`config.mk`:
```
export PLATFORM = sky130hd
export DESIGN_NAME = alu_exec_unit
export DESIGN_NICKNAME = d
export VERILOG_FILES = /design/src/rtl/alu_exec_unit.sv
export SDC_FILE = /design/constraint.sdc
export NUM_CORES = 1
export LEC_CHECK = 0
export CAP_MARGIN = 10
export CORE_AREA = 2 2 200 202
export DETAILED_ROUTE_END_ITERATION = 12
export DIE_AREA = 0 0 202 204
export SYNTH_ARGS = -nofsm -noshare
export SYNTH_HDL_FRONTEND = slang
export SYNTH_SLANG_ARGS = --single-unit
export TNS_END_PERCENT = 30
```
`constraint.sdc`:
```
create_clock -name clk -period 5.32 [get_ports clk]
set_clock_uncertainty 0.05 [all_clocks]
set_input_delay 0.798 -clock clk [delete_from_list [all_inputs] [get_ports clk]]
set_output_delay 0.798 -clock clk [all_outputs]
set_load 0.03 [all_outputs]
```
`src/rtl/alu_exec_unit.sv`:
```
// ALU execution unit: single-cycle logic/arithmetic ops and iterative
// 1-bit-per-cycle shifter, with valid/ready handshakes on input and output.
module alu_exec_unit (
    input  logic        clk,
    input  logic        rst,
    input  logic        in_valid,
    output logic        in_ready,
    input  logic [3:0]  alu_ctrl,
    input  logic [31:0] op_a,
    input  logic [31:0] op_b,
    output logic        out_valid,
    input  logic        out_ready,
    output logic [31:0] result,
    output logic        zero
);

    localparam int unsigned DATA_W  = 32;
    localparam int unsigned CTRL_W  = 4;
    localparam int unsigned SHAMT_W = 5;

    localparam logic [CTRL_W-1:0] CTRL_AND  = 4'b0000;
    localparam logic [CTRL_W-1:0] CTRL_OR   = 4'b0001;
    localparam logic [CTRL_W-1:0] CTRL_ADD  = 4'b0010;
    localparam logic [CTRL_W-1:0] CTRL_SLL  = 4'b0011;
    localparam logic [CTRL_W-1:0] CTRL_XOR  = 4'b0100;
    localparam logic [CTRL_W-1:0] CTRL_SRL  = 4'b0101;
    localparam logic [CTRL_W-1:0] CTRL_SUB  = 4'b0110;
    localparam logic [CTRL_W-1:0] CTRL_SLT  = 4'b0111;
    localparam logic [CTRL_W-1:0] CTRL_SLTU = 4'b1000;
    localparam logic [CTRL_W-1:0] CTRL_SRA  = 4'b1001;

    typedef enum logic [1:0] {
        ST_IDLE  = 2'd0,
        ST_SHIFT = 2'd1,
        ST_DONE  = 2'd2
    } state_t;

    typedef enum logic [1:0] {
        SH_LL = 2'd0,
        SH_RL = 2'd1,
        SH_RA = 2'd2
    } shift_kind_t;

    state_t              state;
    shift_kind_t         sh_kind;
    logic [SHAMT_W-1:0]  cnt;
    logic [DATA_W-1:0]   result_q;
    logic                zero_q;
    logic                out_valid_q;

    logic                accept;
    logic                is_shift;
    logic [SHAMT_W-1:0]  shamt;
    shift_kind_t         sh_kind_in;
    logic                slt_bit;
    logic                sltu_bit;
    logic [DATA_W-1:0]   alu_res;
    logic [DATA_W-1:0]   shift_next;

    assign result    = result_q;
    assign zero      = zero_q;
    assign out_valid = out_valid_q;

    // Ready when idle, or when the held result is being retired this cycle
    assign in_ready = (state == ST_IDLE) || ((state == ST_DONE) && out_ready);
    assign accept   = in_valid && in_ready;
    assign shamt    = op_b[SHAMT_W-1:0];

    // Decode shift class and compute the single-cycle result for the offered op
    always_comb begin
        is_shift   = 1'b0;
        sh_kind_in = SH_LL;
        slt_bit    = $signed(op_a) < $signed(op_b);
        sltu_bit   = op_a < op_b;
        alu_res    = op_a + op_b;
        case (alu_ctrl)
            CTRL_AND:  alu_res = op_a & op_b;
            CTRL_OR:   alu_res = op_a | op_b;
            CTRL_ADD:  alu_res = op_a + op_b;
            CTRL_XOR:  alu_res = op_a ^ op_b;
            CTRL_SUB:  alu_res = op_a - op_b;
            CTRL_SLT:  alu_res = {{(DATA_W-1){1'b0}}, slt_bit};
            CTRL_SLTU: alu_res = {{(DATA_W-1){1'b0}}, sltu_bit};
            CTRL_SLL: begin
                is_shift   = 1'b1;
                sh_kind_in = SH_LL;
                alu_res    = op_a;
            end
            CTRL_SRL: begin
                is_shift   = 1'b1;
                sh_kind_in = SH_RL;
                alu_res    = op_a;
            end
            CTRL_SRA: begin
                is_shift   = 1'b1;
                sh_kind_in = SH_RA;
                alu_res    = op_a;
            end
            default:   alu_res = op_a + op_b;
        endcase
    end

    // One-bit shift step of the result register for the captured shift kind
    always_comb begin
        shift_next = result_q;
        case (sh_kind)
            SH_LL:   shift_next = {result_q[DATA_W-2:0], 1'b0};
            SH_RL:   shift_next = {1'b0, result_q[DATA_W-1:1]};
            SH_RA:   shift_next = {result_q[DATA_W-1], result_q[DATA_W-1:1]};
            default: shift_next = result_q;
        endcase
    end

    // Control FSM with result, counter and output-valid registers
    always_ff @(posedge clk) begin
        if (rst) begin
            state       <= ST_IDLE;
            sh_kind     <= SH_LL;
            cnt         <= '0;
            result_q    <= '0;
            zero_q      <= 1'b1;
            out_valid_q <= 1'b0;
        end else begin
            case (state)
                ST_IDLE, ST_DONE: begin
                    if (accept) begin
                        if (is_shift && (shamt != '0)) begin
                            result_q    <= op_a;
                            zero_q      <= (op_a == '0);
                            cnt         <= shamt;
                            sh_kind     <= sh_kind_in;
                            out_valid_q <= 1'b0;
                            state       <= ST_SHIFT;
                        end else begin
                            result_q    <= alu_res;
                            zero_q      <= (alu_res == '0);
                            out_valid_q <= 1'b1;
                            state       <= ST_DONE;
                        end
                    end else if ((state == ST_DONE) && out_ready) begin
                        out_valid_q <= 1'b0;
                        state       <= ST_IDLE;
                    end
                end
                ST_SHIFT: begin
                    result_q <= shift_next;
                    zero_q   <= (shift_next == '0);
                    cnt      <= cnt - SHAMT_W'(1);
                    if (cnt == SHAMT_W'(1)) begin
                        out_valid_q <= 1'b1;
                        state       <= ST_DONE;
                    end
                end
                default: begin
                    out_valid_q <= 1'b0;
                    state       <= ST_IDLE;
                end
            endcase
        end
    end

endmodule

```
* After elaboration in Yosys (flattened, before gate mapping)
Cells that the tools add are included.
** Storage, ports and cells
- Memories kept :: 0
- Input port bits :: 72
- Latch bits :: 0
- Bits in read-only memories :: 0
- Bits in writable memories :: 0
- Bits in registers :: 43
** Operators by class
- Shift-type cells :: 0
- Magnitude comparators :: 2
- Div/mod/pow operators :: 0
- $mul :: 0
- Add/sub/neg operators :: 3
- Multiplexer cells :: 23
- Equality and inequality tests :: 17
- Reductions and logical operators :: 18
- Bitwise operators :: 3
** Operator list (number)
- 32-bit one-hot mux with 7 select lines :: 1
- 32-bit zero test :: 3
- 32-bit one-hot mux with 3 select lines :: 1
- 32-bit less-than comparator :: 2
- 32-bit 2-to-1 mux :: 2
- 32-bit one-hot mux with 2 select lines :: 1
- 32-bit adder :: 1
- 32-bit AND :: 1
- 32-bit OR :: 1
- 32-bit subtractor :: 1
- 32-bit XOR :: 1
- 4-bit by 3-bit equality test with 1-bit output (second input constant) :: 4
- 5-bit 2-to-1 mux :: 2
- 5-bit one-hot mux with 2 select lines :: 1
- 4-bit equality test (second input constant) :: 2
- 2-bit 2-to-1 mux :: 4
- 2-bit one-hot mux with 2 select lines :: 2
- 1-bit 2-to-1 mux :: 7
- 2-bit != test (second input constant) :: 3
- 3-bit AND reduction :: 2
- 5-bit by 1-bit equality test with 1-bit output (second input constant) :: 1
- 5-bit nonzero test :: 1
- 5-bit by 1-bit subtractor with 5-bit output (second input constant) :: 1
- 2-bit by 1-bit equality test with 1-bit output (second input constant) :: 2
- other kinds (13) :: 19

* Depth between registers and ports, before layout
Gate-level depths: netlist (run 1).
- Depth after elaboration :: 7
- Depth in mapped cells :: 15
- Depth with buffers taken out :: 15

* Worst setup path after synthesis (run 1)
OpenSTA, ideal clock, no wires.
- Path kind :: in2reg
- Start point :: in op_a[0]
- End point :: reg zero_q, in the netlist zero
- Path buffers :: 0
- Path slack :: 1.635 ns
- Cell stages on the path :: 15
- Data arrival time :: 3.568 ns
- Required time :: 5.203 ns
- Cell sequence :: inv_1 -> ha_1 -> inv_1 -> fa_1 -> nor2b_4 -> o31ai_2 -> o41a_4 -> o22a_4 -> a211oi_4 -> o21bai_1 -> a211o_1 -> a21oi_2 -> o21ai_1 -> or4_4 -> o21ai_2
** Between the ends
- Word-level cells in the longest chain between the ends :: 6
- Elaborated cells between the ends (all ways) :: 13
- Those cells by class :: add/sub: 2; order compare: 2; mux: 4; bitwise: 3; reduce/logical: 2
** RTL lines
- from (decl) :: line 9 : input logic [31:0] op_a,
- 32-bit adder (tied with other cells) :: line 79, 99
- 32-bit one-hot mux with 7 select lines :: line 76 : case (alu_ctrl)
- 32-bit zero test :: line 136 : zero_q <= (alu_res == '0);
- 1-bit 2-to-1 mux * :: line 127 : if (is_shift && (shamt != '0)) begin
- 1-bit 2-to-1 mux * :: line 126 : if (accept) begin
- 1-bit one-hot mux with 2 select lines * :: line 124 : case (state)
- to (signal assigned) :: line 129 : zero_q <= (op_a == '0);
- to (signal assigned) :: line 136
- to (signal assigned) :: line 147 : zero_q <= (shift_next == '0);
- to (decl) :: line 48 : logic zero_q;
Mark *: on every way between the ends. The rest lies on a longest branch, timed or not. The select of a mux whose other input is x is not followed.
A chain may end at the register's enable or synchronous reset.

* Worst setup path in the final report (run 1)
- Start point :: in op_a[8]
- End point :: reg zero_q, in the netlist zero
Same word-level chain as after synthesis.

==> results.json, run 1 <==
{
  "die-area_um2": 41200,
  "synth_area_per_cell_um2": 6.79,
  "ctsHoldBuffers": 0,
  "synth_ff_type": "dfxtp_1",
  "outcome": "finished, final reports clean",
  "final_util": 0.283,
  "nets": 1580,
  "ys_seq_area_frac": 0.0951,
  "hold_start": "sh_kind[1]",
  "finalCriticalPeriod_ns": 5.02,
  "cts-root-buf": "clkbuf_16",
  "rows": 73,
  "cap_violations": 0,
  "ir_drop_v": 0.000107,
  "cts_buffers": 5,
  "cp_max_fo": 13,
  "yosys.area.top_type_share": 0.139,
  "cp-startpoint": "op_a[8]",
  "num_io_pins": 107,
  "firstDrtPassIters": 6,
  "die_x_um": 202,
  "worstSetupEndpointType": "register",
  "viasPerCell": 5.72,
  "portBuffers": 106,
  "cts_tree": "done",
  "yosysUniqueCellTypes": 93,
  "synth_warnings": 0,
  "total_leakage_power_nw": 4.36,
  "hold_class": "reg2reg",
  "timing.slew.headroom": 0.352,
  "drive_gt1_frac": 0.0965,
  "vias": 11100,
  "drc": 0,
  "setup_viol_count_final": 0,
  "fmax_ghz": 0.199,
  "grt_pass1_wl_um": 64500,
  "wl_um": 43300,
  "clkTransAtPathRegs_ns": 0.07,
  "dpl_cell_area_um2": 10900,
  "synth_area_leader_cell": "ha_1",
  "critPathRequiredTime_ns": 5.51,
  "ys_async_sr_fraction": 0,
  "synthTopCellsByCount": "nor2_1, a21oi_1, o21ai_0",
  "grt_max_degree": 59,
  "p_per_area_nw_per_um2": 184,
  "rsz0062_at_grt": "no",
  "synthToLayoutAreaGrowth_pct": 25.3,
  "gp_congestion": 1.01,
  "path_class": "in2reg",
  "syn_inst": 1301,
  "clk_path_buf_depth": 2,
  "synth_edf_count": 0,
  "reg2reg_from": "sh_kind[0]",
  "hold_viol": 0,
  "synthTopCellsByArea": "ha_1, dfxtp_1, a21oi_1",
  "wire_per_inst_um": 22.4,
  "clock-sinks": 42,
  "gr-total-overflow": 0,
  "antenna_found_initial": 1,
  "ant_nets": 0,
  "worst_slew_pin_slew_ns": 0.971,
  "die_y_um": 204,
  "drv_slew": 0,
  "insertion_delay_ns": 0.30,
  "start_util": 0.226,
  "ys_seq_elements": 42,
  "cts.htree.levels": 2,
  "finalInstanceArea_um2": 11100,
  "syn-num-nets": 1473,
  "crit_arrival_ns": 5.22,
  "syn_area_um2": 8840,
  "coreArea_um2": 39200,
  "synth_most_common_cell": "nor2_1",
  "r2r_setup_slack_ns": 2.35,
  "antenna_cells": 0,
  "finalCritPeriodShare": 0.944,
  "setup.worst_path.start_class": "primary input",
  "dp_hpwl_um": 34900,
  "grt_usage": 0.202,
  "drtIter0Drc": 1175,
  "grt_pass1_vias": 10500
}
## what timing repair did
action                                  in CTS  in global routing
setup buffers                                0                  0
endpoints found under the setup margin       0                  1
resized for setup                            0                  1
endpoints found under the hold margin        0                  0
## sequential cells by signal, summed over array words and instances (netlist names)
signal,cells
result,32
cnt,5
sh_kind,2
state,2
zero,1
## through the flow
stage	TNS (ns)	hold slack, ns	setup slack [ns]	cells	power (mW)
final	0	0.416	0.296	1934	2.04
after global routing	0	0.448	0.0991	1934	2.14
after CTS	0	0.411	0.208	1934	2.01
after detailed placement	-0.0453	0.403	-0.0453	1926	1.58
after global placement	-0.208	0.390	-0.208	1926	1.58
after floorplan	0	0.417	1.63	1301	1.10
## cells in the final DEF (no fill, tap or decap), drive strengths merged, types with 7 or more instances in the layout
master	synthesis	routed
nor2	123	123
a21oi	114	114
o21ai	114	114
clkdlybuf4s50	0	106
inv	100	100
ha	98	98
nand2	93	93
buf	35	90
dfxtp	42	42
nand2b	41	41
o211ai	34	34
nor3	32	32
a222oi	29	29
nor4	26	26
nand3	24	24
a221o	21	21
nor2b	20	20
nand4	18	18
a211oi	17	17
a21o	16	16
o22ai	15	15
a221oi	14	14
o221ai	14	14
a31oi	13	13
o31ai	13	13
xnor2	11	11
a22oi	10	10
o21a	9	9
or3	9	9
and2	7	7
o21bai	7	7
o311ai	7	7
a311oi	7	7
## final timing paths
path / end / cells past startpoint
setup reg to reg: zero / 10
hold reg to reg: sh_kind[1] / 2
setup / recovery: zero / 15
hold / removal: sh_kind[1] / 2
## kinds of logic (layout without fill, tap and decap cells)
group	Yosys count	in the layout	synth area share
adder cells (fa/ha/maj)	100	100	0.143
buffers and inverters	196	304	0.0902
flip-flops	42	42	0.0951
AND/OR/NAND/NOR	426	426	0.240
multiplexers	8	8	0.00962
AO/OA/AOI/OAI	513	513	0.406
XOR/XNOR	16	16	0.0159
## power breakdown
group | internal, mW | total, mW | leakage, nW | switching (mW)
combinational | 0.468 | 1.22 | 3.91 | 0.752
sequential | 0.347 | 0.390 | 0.345 | 0.0428
clock | 0.282 | 0.427 | 0.0971 | 0.145
total | 1.10 | 2.04 | 4.36 | 0.940
## area by class of cell
class / instances / area (um2)
Fill cell: 4300 / 28100
Timing Repair Buffer: 196 / 1760
Inverter: 100 / 375
Clock inverter: 2 / 60.1
Sequential cell: 42 / 842
Tap cell: 525 / 657
Multi-Input combinational cell: 1063 / 7240
Clock buffer: 6 / 139
## worst max-delay path, cell delays in order
cell and delay [ns]:
clkdlybuf4s50_1 0.71, inv_1 0.15, ha_1 0.57, and3_1 0.29
nor3b_1 0.31, o21ai_1 0.19, a311oi_1 0.30, buf_4 0.17
o22ai_1 0.09, a221o_1 0.30, a21oi_1 0.22, nor4b_1 0.61
and4_1 0.30, nand2_1 0.06, o21ai_2 0.13
## layer usage
metal  wire length, um  global-route usage
met5                13                   0
met3              5050              0.0601
met1             18400               0.273
met4              1150              0.0546
met2             18600               0.313
Note: power is estimated with default switching activity, not from simulation.
==> run 2: changes to the inputs <==
- PLACE_DENSITY: unset -> 0.35
==> results.json, run 2 (same netlist as run 1, synthesis figures left out) <==
{
  "grt_pass1_wl_um": 71700,
  "vias": 11000,
  "layout.cells.non_filler": 1936,
  "cp_max_fo": 10,
  "rows": 73,
  "insertion_delay_ns": 0.31,
  "total_leakage_power_nw": 4.33,
  "worst_slew_pin_slew_ns": 1.08,
  "portBuffers": 106,
  "grt_usage": 0.228,
  "nets": 1582,
  "fillers": 4339,
  "die_x_um": 202,
  "cts_tree": "done",
  "final.setup.tns_ns": 0,
  "clock-sinks": 42,
  "drtIter0Drc": 1045,
  "setup.worst_path.start_class": "primary input",
  "num_io_pins": 107,
  "critPathRequiredTime_ns": 5.52,
  "path_class": "in2reg",
  "post-place-cells": 1928,
  "final_cell_mix": "nor2_1, a21oi_1, o21ai_0",
  "ctsHoldBuffers": 0,
  "finalCritPeriodShare": 0.923,
  "finalCriticalPeriod_ns": 4.91,
  "crit_arrival_ns": 5.11,
  "drive_gt1_frac": 0.0985,
  "ant_nets": 0,
  "gp_congestion": 0.919,
  "drv_slew": 0,
  "start_util": 0.226,
  "wl_um": 47700,
  "synthToLayoutAreaGrowth_pct": 24.7,
  "firstDrtPassIters": 6,
  "grt_max_degree": 45,
  "antenna_cells": 0,
  "worstSetupEndpointType": "register",
  "setup_viol_count_final": 0,
  "viasPerCell": 5.66,
  "final-seq-area_um2": 843,
  "cap_violations": 0,
  "p_per_area_nw_per_um2": 179,
  "wire_per_inst_um": 24.7,
  "outcome": "finished, final reports clean",
  "r2r_setup_slack_ns": 1.91,
  "ctsResizeCount": 0,
  "clkTransAtPathRegs_ns": 0.08,
  "hold-worst-slack_ns": 0.456,
  "cts_setup_buffers": 0,
  "hold_class": "reg2reg",
  "drc": 0,
  "cts_buffers": 5,
  "clk_path_buf_depth": 2,
  "largest_reg_flops": 32,
  "total_power_mw": 1.97,
  "antenna_found_initial": 1,
  "coreArea_um2": 39200,
  "fmax_ghz": 0.204,
  "cts-root-buf": "clkbuf_16",
  "timing.slew.headroom": 0.270,
  "layout_commonest_cell": "nor2_1",
  "dp_hpwl_um": 38200,
  "multi_input_area_um2": 7230,
  "cts.htree.levels": 2,
  "hold_viol": 0,
  "die-area_um2": 41200,
  "grt_pass1_vias": 10900,
  "ir_drop_v": 0.000100,
  "gr-total-overflow": 0,
  "rsz0062_at_grt": "no",
  "die_y_um": 204
}
[run 2: metal layers]
layer  GRT usage  wire [um]
met5           0          0
met1       0.304      21600
met4      0.0709       1440
met3      0.0281       2470
met2       0.382      22200
[run 2: power breakdown]
| part | leakage, nW | switching [mW] | internal [mW] | total, mW |
|---|---|---|---|---|
| combinational | 3.92 | 0.761 | 0.467 | 1.23 |
| sequential | 0.346 | 0.0509 | 0.347 | 0.398 |
| clock | 0.0698 | 0.171 | 0.175 | 0.346 |
| total | 4.33 | 0.983 | 0.989 | 1.97 |
[run 2: area by class of cell]
| class | count | share of cell area |
|---|---|---|
| Multi-Input combinational cell | 1063 | 0.656 |
| Timing Repair Buffer | 198 | 0.161 |
| Sequential cell | 42 | 0.0765 |
| Tap cell | 525 | 0.0596 |
| Inverter | 100 | 0.0340 |
| Clock buffer | 5 | 0.0113 |
| Clock inverter | 3 | 0.00193 |
[run 2: metrics by stage]
stage	utilization	area (um2)	setup slack, ns
2_1_floorplan	-	8840	1.63
3_3_place_gp	0.278	10900	0.215
3_5_place_dp	0.278	10900	0.129
4_1_cts	0.281	11000	0.438
5_1_grt	0.281	11000	0.263
6_report	0.281	11000	0.407
[run 2: worst paths after layout]
path              cells after the start     end  startpoint
setup reg to reg                     10    zero  sh_kind[0]
hold / removal                        2  cnt[3]      cnt[3]
hold reg to reg                       2  cnt[3]      cnt[3]
setup / recovery                     15    zero     op_a[7]
[run 2: critical path: stages]
cell             delay (ns)
clkdlybuf4s50_1        0.74
inv_1                  0.09
ha_1                   0.35
buf_4                  0.19
nand2b_1               0.14
a221oi_1               0.59
o41ai_1                0.26
o22a_4                 0.33
a211oi_4               0.30
o21bai_1               0.09
a211o_1                0.33
a21oi_2                0.12
o21ai_1                0.11
or4_4                  0.54
o21ai_2                0.11
==> edit 1: new RTL, flow settings as in run 1 <==
Make the reset (`rst`) asynchronous in one clocked block.
--- a/src/rtl/alu_exec_unit.sv
+++ b/src/rtl/alu_exec_unit.sv
@@ -112,7 +112,7 @@
     end
 
     // Control FSM with result, counter and output-valid registers
-    always_ff @(posedge clk) begin
+    always_ff @(posedge clk or posedge rst) begin
         if (rst) begin
             state       <= ST_IDLE;
             sh_kind     <= SH_LL;
Behaviour: differs if rst is asserted again (counterexample within 4 cycles, from zero or initial values and one cycle with rst high); with rst held inactive, the same outputs for 4 cycles.
==> edit 1 against run 1 <==
Hold slack improved by 0.037 ns; highest routed layer is now met4; global-route usage decreased by 1.3 points; power increased by 45%; sequential power increased by 79%; count of clock-buffer cells in the layout increased by 2; worst setup slack got worse by 0.011 ns; largest cell class unchanged; sequential cell count unchanged; design area decreased by 3.3%; routed wire length decreased by 5.4%; register-to-register slack got worse by 0.16 ns; synthesized cell count decreased by 5.1%; synthesized area decreased by 3.2%.
==> edit 1: results (changes against run 1) <==
hold path startpoint=state[0]; worst vdd ir=0.143 mV (+33%); fraction of layout cells with a size suffix above 1=8.35% (-1.3 points); total number of vias=10700 (-3.3%); Leak Pwr=4.39 nW (+0.79%); status=completed; P_sw=1.53 mW (+63%); initial antenna violation count=0 (-1); internal power=1.42 mW (+29%); Reg power frac=23.6% (+4.5 points); DP Worst Slack=0.132 ns (+0.177 ns); main flop type after synthesis=dfrtp_1; Final nets=1512 (-4.3%); DR iter-0 viols=1466 (+25%); ranking of synthesized cells by area=ha_1 (14%), dfrtp_1 (12%), o21ai_0 (7.0%), a21oi_1 (5.0%), nand2_1 (4.9%); HPWL after detailed placement=32500 µm (-6.9%); Commonest cells post-synth=o21ai_0 (120), nand2_1 (111), nor2_1 (105); critical path arrival=5.20 ns (-0.02 ns); Post-synth ARST share=100% (+100 points); cell depth of the worst hold path=1 (-1); Hold WS=0.453 ns (+0.0373 ns); mux cell area share after synthesis=1.43% (+0.47 points); post-synthesis sequential area ratio=12.3% (+2.8 points); post-synthesis xor/xnor area fraction=1.13% (-0.46 points); reg-to-reg slack, setup=2.19 ns (-0.16 ns); Compound-Gate Fraction of Synth Area=38.4% (-2.2 points); hold endpoint=state[1]; worst setup path endpoint=zero; gr usage total=19.0% (-1.3 points); worst setup margin=0.285 ns (-0.0114 ns); Worst Path Max Fanout=4 (-9); Critical Path Source=op_a[0]; filler instances=4301 (+0.023%); Reg2Reg Depth=9 (-1); worst slew pin tran=1.38 ns (+0.404 ns); placed cell areas=0.0106 mm² (-2.8%)
## edit 1: cell type report
cell class | instances | area (µm²) | area share, %
multi-input cells | 1006 | 6800 | 63.6
repair buffers | 183 | 1660 | 15.5
clock buffers | 8 | 146 | 1.37
inverters | 102 | 383 | 3.58
flip-flops and latches | 42 | 1050 | 9.83
well taps | 525 | 657 | 6.14
## edit 1: per-layer routing
| layer | track usage [%] | share of wire [%] | up-vias |
|---|---|---|---|
| li1 | - | - | 4859 |
| met1 | 26.7 | 45 | 5146 |
| met2 | 29.6 | 43 | 617 |
| met3 | 2.60 | 8.8 | 77 |
| met4 | 6.33 | 3.5 | 0 |
| met5 | 0 | 0 | - |
## edit 1: critical path, delay by kind of cell
family	cells	cell delay (ns)
AOI/OAI and AO/OA	5	1.73
adders and majority gates	2	0.57
buffers and inverters	4	1.05
and+or+nand+nor	6	1.04
==> edit 2: new RTL, settings of run 1 <==
Without the edit above. `SHAMT_W`: 5 -> 7.
--- a/src/rtl/alu_exec_unit.sv
+++ b/src/rtl/alu_exec_unit.sv
@@ -16,7 +16,7 @@
 
     localparam int unsigned DATA_W  = 32;
     localparam int unsigned CTRL_W  = 4;
-    localparam int unsigned SHAMT_W = 5;
+    localparam int unsigned SHAMT_W = 7;
 
     localparam logic [CTRL_W-1:0] CTRL_AND  = 4'b0000;
     localparam logic [CTRL_W-1:0] CTRL_OR   = 4'b0001;
Behaviour: not the same (Yosys sat finds a counterexample within 4 cycles, from zero or initial values and one cycle with rst high).
==> edit 2 against run 1 <==
Worst setup slack improved by 0.18 ns; routed wire length decreased by 3.6%; via count increased by 1.4%; power decreased by 4.2%; non-clock buffer count decreased by 13; die area unchanged; synthesized area decreased by 0.31%; design area decreased by 1.1%; sequential cell count increased by 2; first-iteration DRC count increased by 15%; synthesized cell count increased by 1.2%; count of clock-buffer cells in the layout decreased by 1; utilization decreased by 0.30 points.
==> edit 2: results (changes against run 1) <==
status=completed; critical path arrival=5.01 ns (-0.21 ns); Final nets=1583 (+0.19%); reg-to-reg slack, setup=2.41 ns (+0.06 ns); Commonest cells post-synth=a21oi_1 (124), nand2_1 (116), o21ai_0 (111); gpl congestion=0.998 (-1.1%); Largest register FFs=32 (unchanged); Ys Warns=0 (unchanged); gr usage total=19.4% (-0.88 points); root buffer cell=clkbuf_16; first-pass GRT wire length=62700 µm (-2.9%); H-Tree Depth=2 (unchanged); vias per cell=5.79 (+1.2%); Post-synth ARST share=0% (unchanged); input/output buffers=106 (unchanged); post-synth cell types=86 (-7.5%); DR iter-0 viols=1347 (+15%); HPWL after detailed placement=33400 µm (-4.2%); Worst Path Max Fanout=8 (-5); clk_lat worst skew=0.30 ns (about the same); Pre-antenna DRT Iters=9 (+3); slowest CP cell=clkdlybuf4s50_1; post-synthesis sequential area ratio=10.0% (+0.48 points); fraction of layout cells with a size suffix above 1=8.36% (-1.3 points); worst vdd ir=0.142 mV (+32%); Largest delay share family, worst path=compound AO/OA/AOI/OAI gates; Syn Nets=1489 (+1.1%); Longest Clk Path Bufs=2 (unchanged); clock slew at reported path FFs=0.07 ns (about the same); vias in the first global route=10300 (-2.2%); PostCTS Resize Cnt=0 (unchanged); CTS Buf Count=5 (unchanged); largest net degree at the start of global routing=65 (+10%); ranking of synthesized cells by area=ha_1 (14%), dfxtp_1 (10%), a21oi_1 (7.0%), o21ai_0 (6.3%), nand2_1 (4.9%); max incr delay on CP=0.76 ns (+0.05 ns); Slew headroom=14.1% (-21 points); initial antenna violation count=2 (+1); WL final=41700 µm (-3.6%); diode count=0 (unchanged); post-CTS setup buffer count=0 (unchanged); Leak Pwr=4.23 nW (-2.8%); Hold Crit Class=register to register; main flop type after synthesis=dfxtp_1
## edit 2: cells by family after synthesis
group / after synthesis / share of synthesized area, %
compound gates: 515 / 40.0
simple gates: 441 / 24.7
buf+inv: 196 / 8.69
fa+ha+maj: 100 / 14.4
flops: 44 / 10.0
mux: 15 / 1.72
xor+xnor: 6 / 0.596
## edit 2: metal layers
layer / vias up / routed length [µm] / global-route usage [%]
met5: - / 30 / 0
met4: 4 / 1430 / 6.28
met3: 81 / 4530 / 3.79
met2: 644 / 17700 / 29.6
met1: 5330 / 18100 / 27.2
li1: 5163 / - / -
## edit 2: through the flow
stage | area, µm² | hold WS (ns) | std cells | setup slack [ns]
2_1_floorplan | 8810 | 0.396 | 1317 | 1.42
3_3_place_gp | 10800 | 0.408 | 1929 | 0.339
3_5_place_dp | 10800 | 0.413 | 1929 | 0.238
4_1_cts | 11000 | 0.422 | 1937 | 0.528
5_1_grt | 11000 | 0.460 | 1937 | 0.174
6_report | 11000 | 0.422 | 1937 | 0.472
## edit 2: final cells by class
cell class | instances | area, µm²
Sequential cell | 44 | 883
Fill cell | 4291 | 28200
Clock inverter | 3 | 47.5
Tap cell | 525 | 657
Inverter | 100 | 375
Clock buffer | 5 | 125
Multi-Input combinational cell | 1077 | 7210
Timing Repair Buffer | 183 | 1660
## edit 2: power breakdown
| group | total (mW) | internal (mW) | switching (mW) |
|---|---|---|---|
| Combinational | 1.18 | 0.441 | 0.734 |
| Clock | 0.368 | 0.224 | 0.145 |
| Sequential | 0.409 | 0.363 | 0.0457 |
## edit 2: final timing paths
check,start,endpoint,cells after the start
max,op_a[1],zero,13
min,cnt[4],cnt[4],2
max reg2reg,sh_kind[1],zero,8
min reg2reg,cnt[4],cnt[4],2
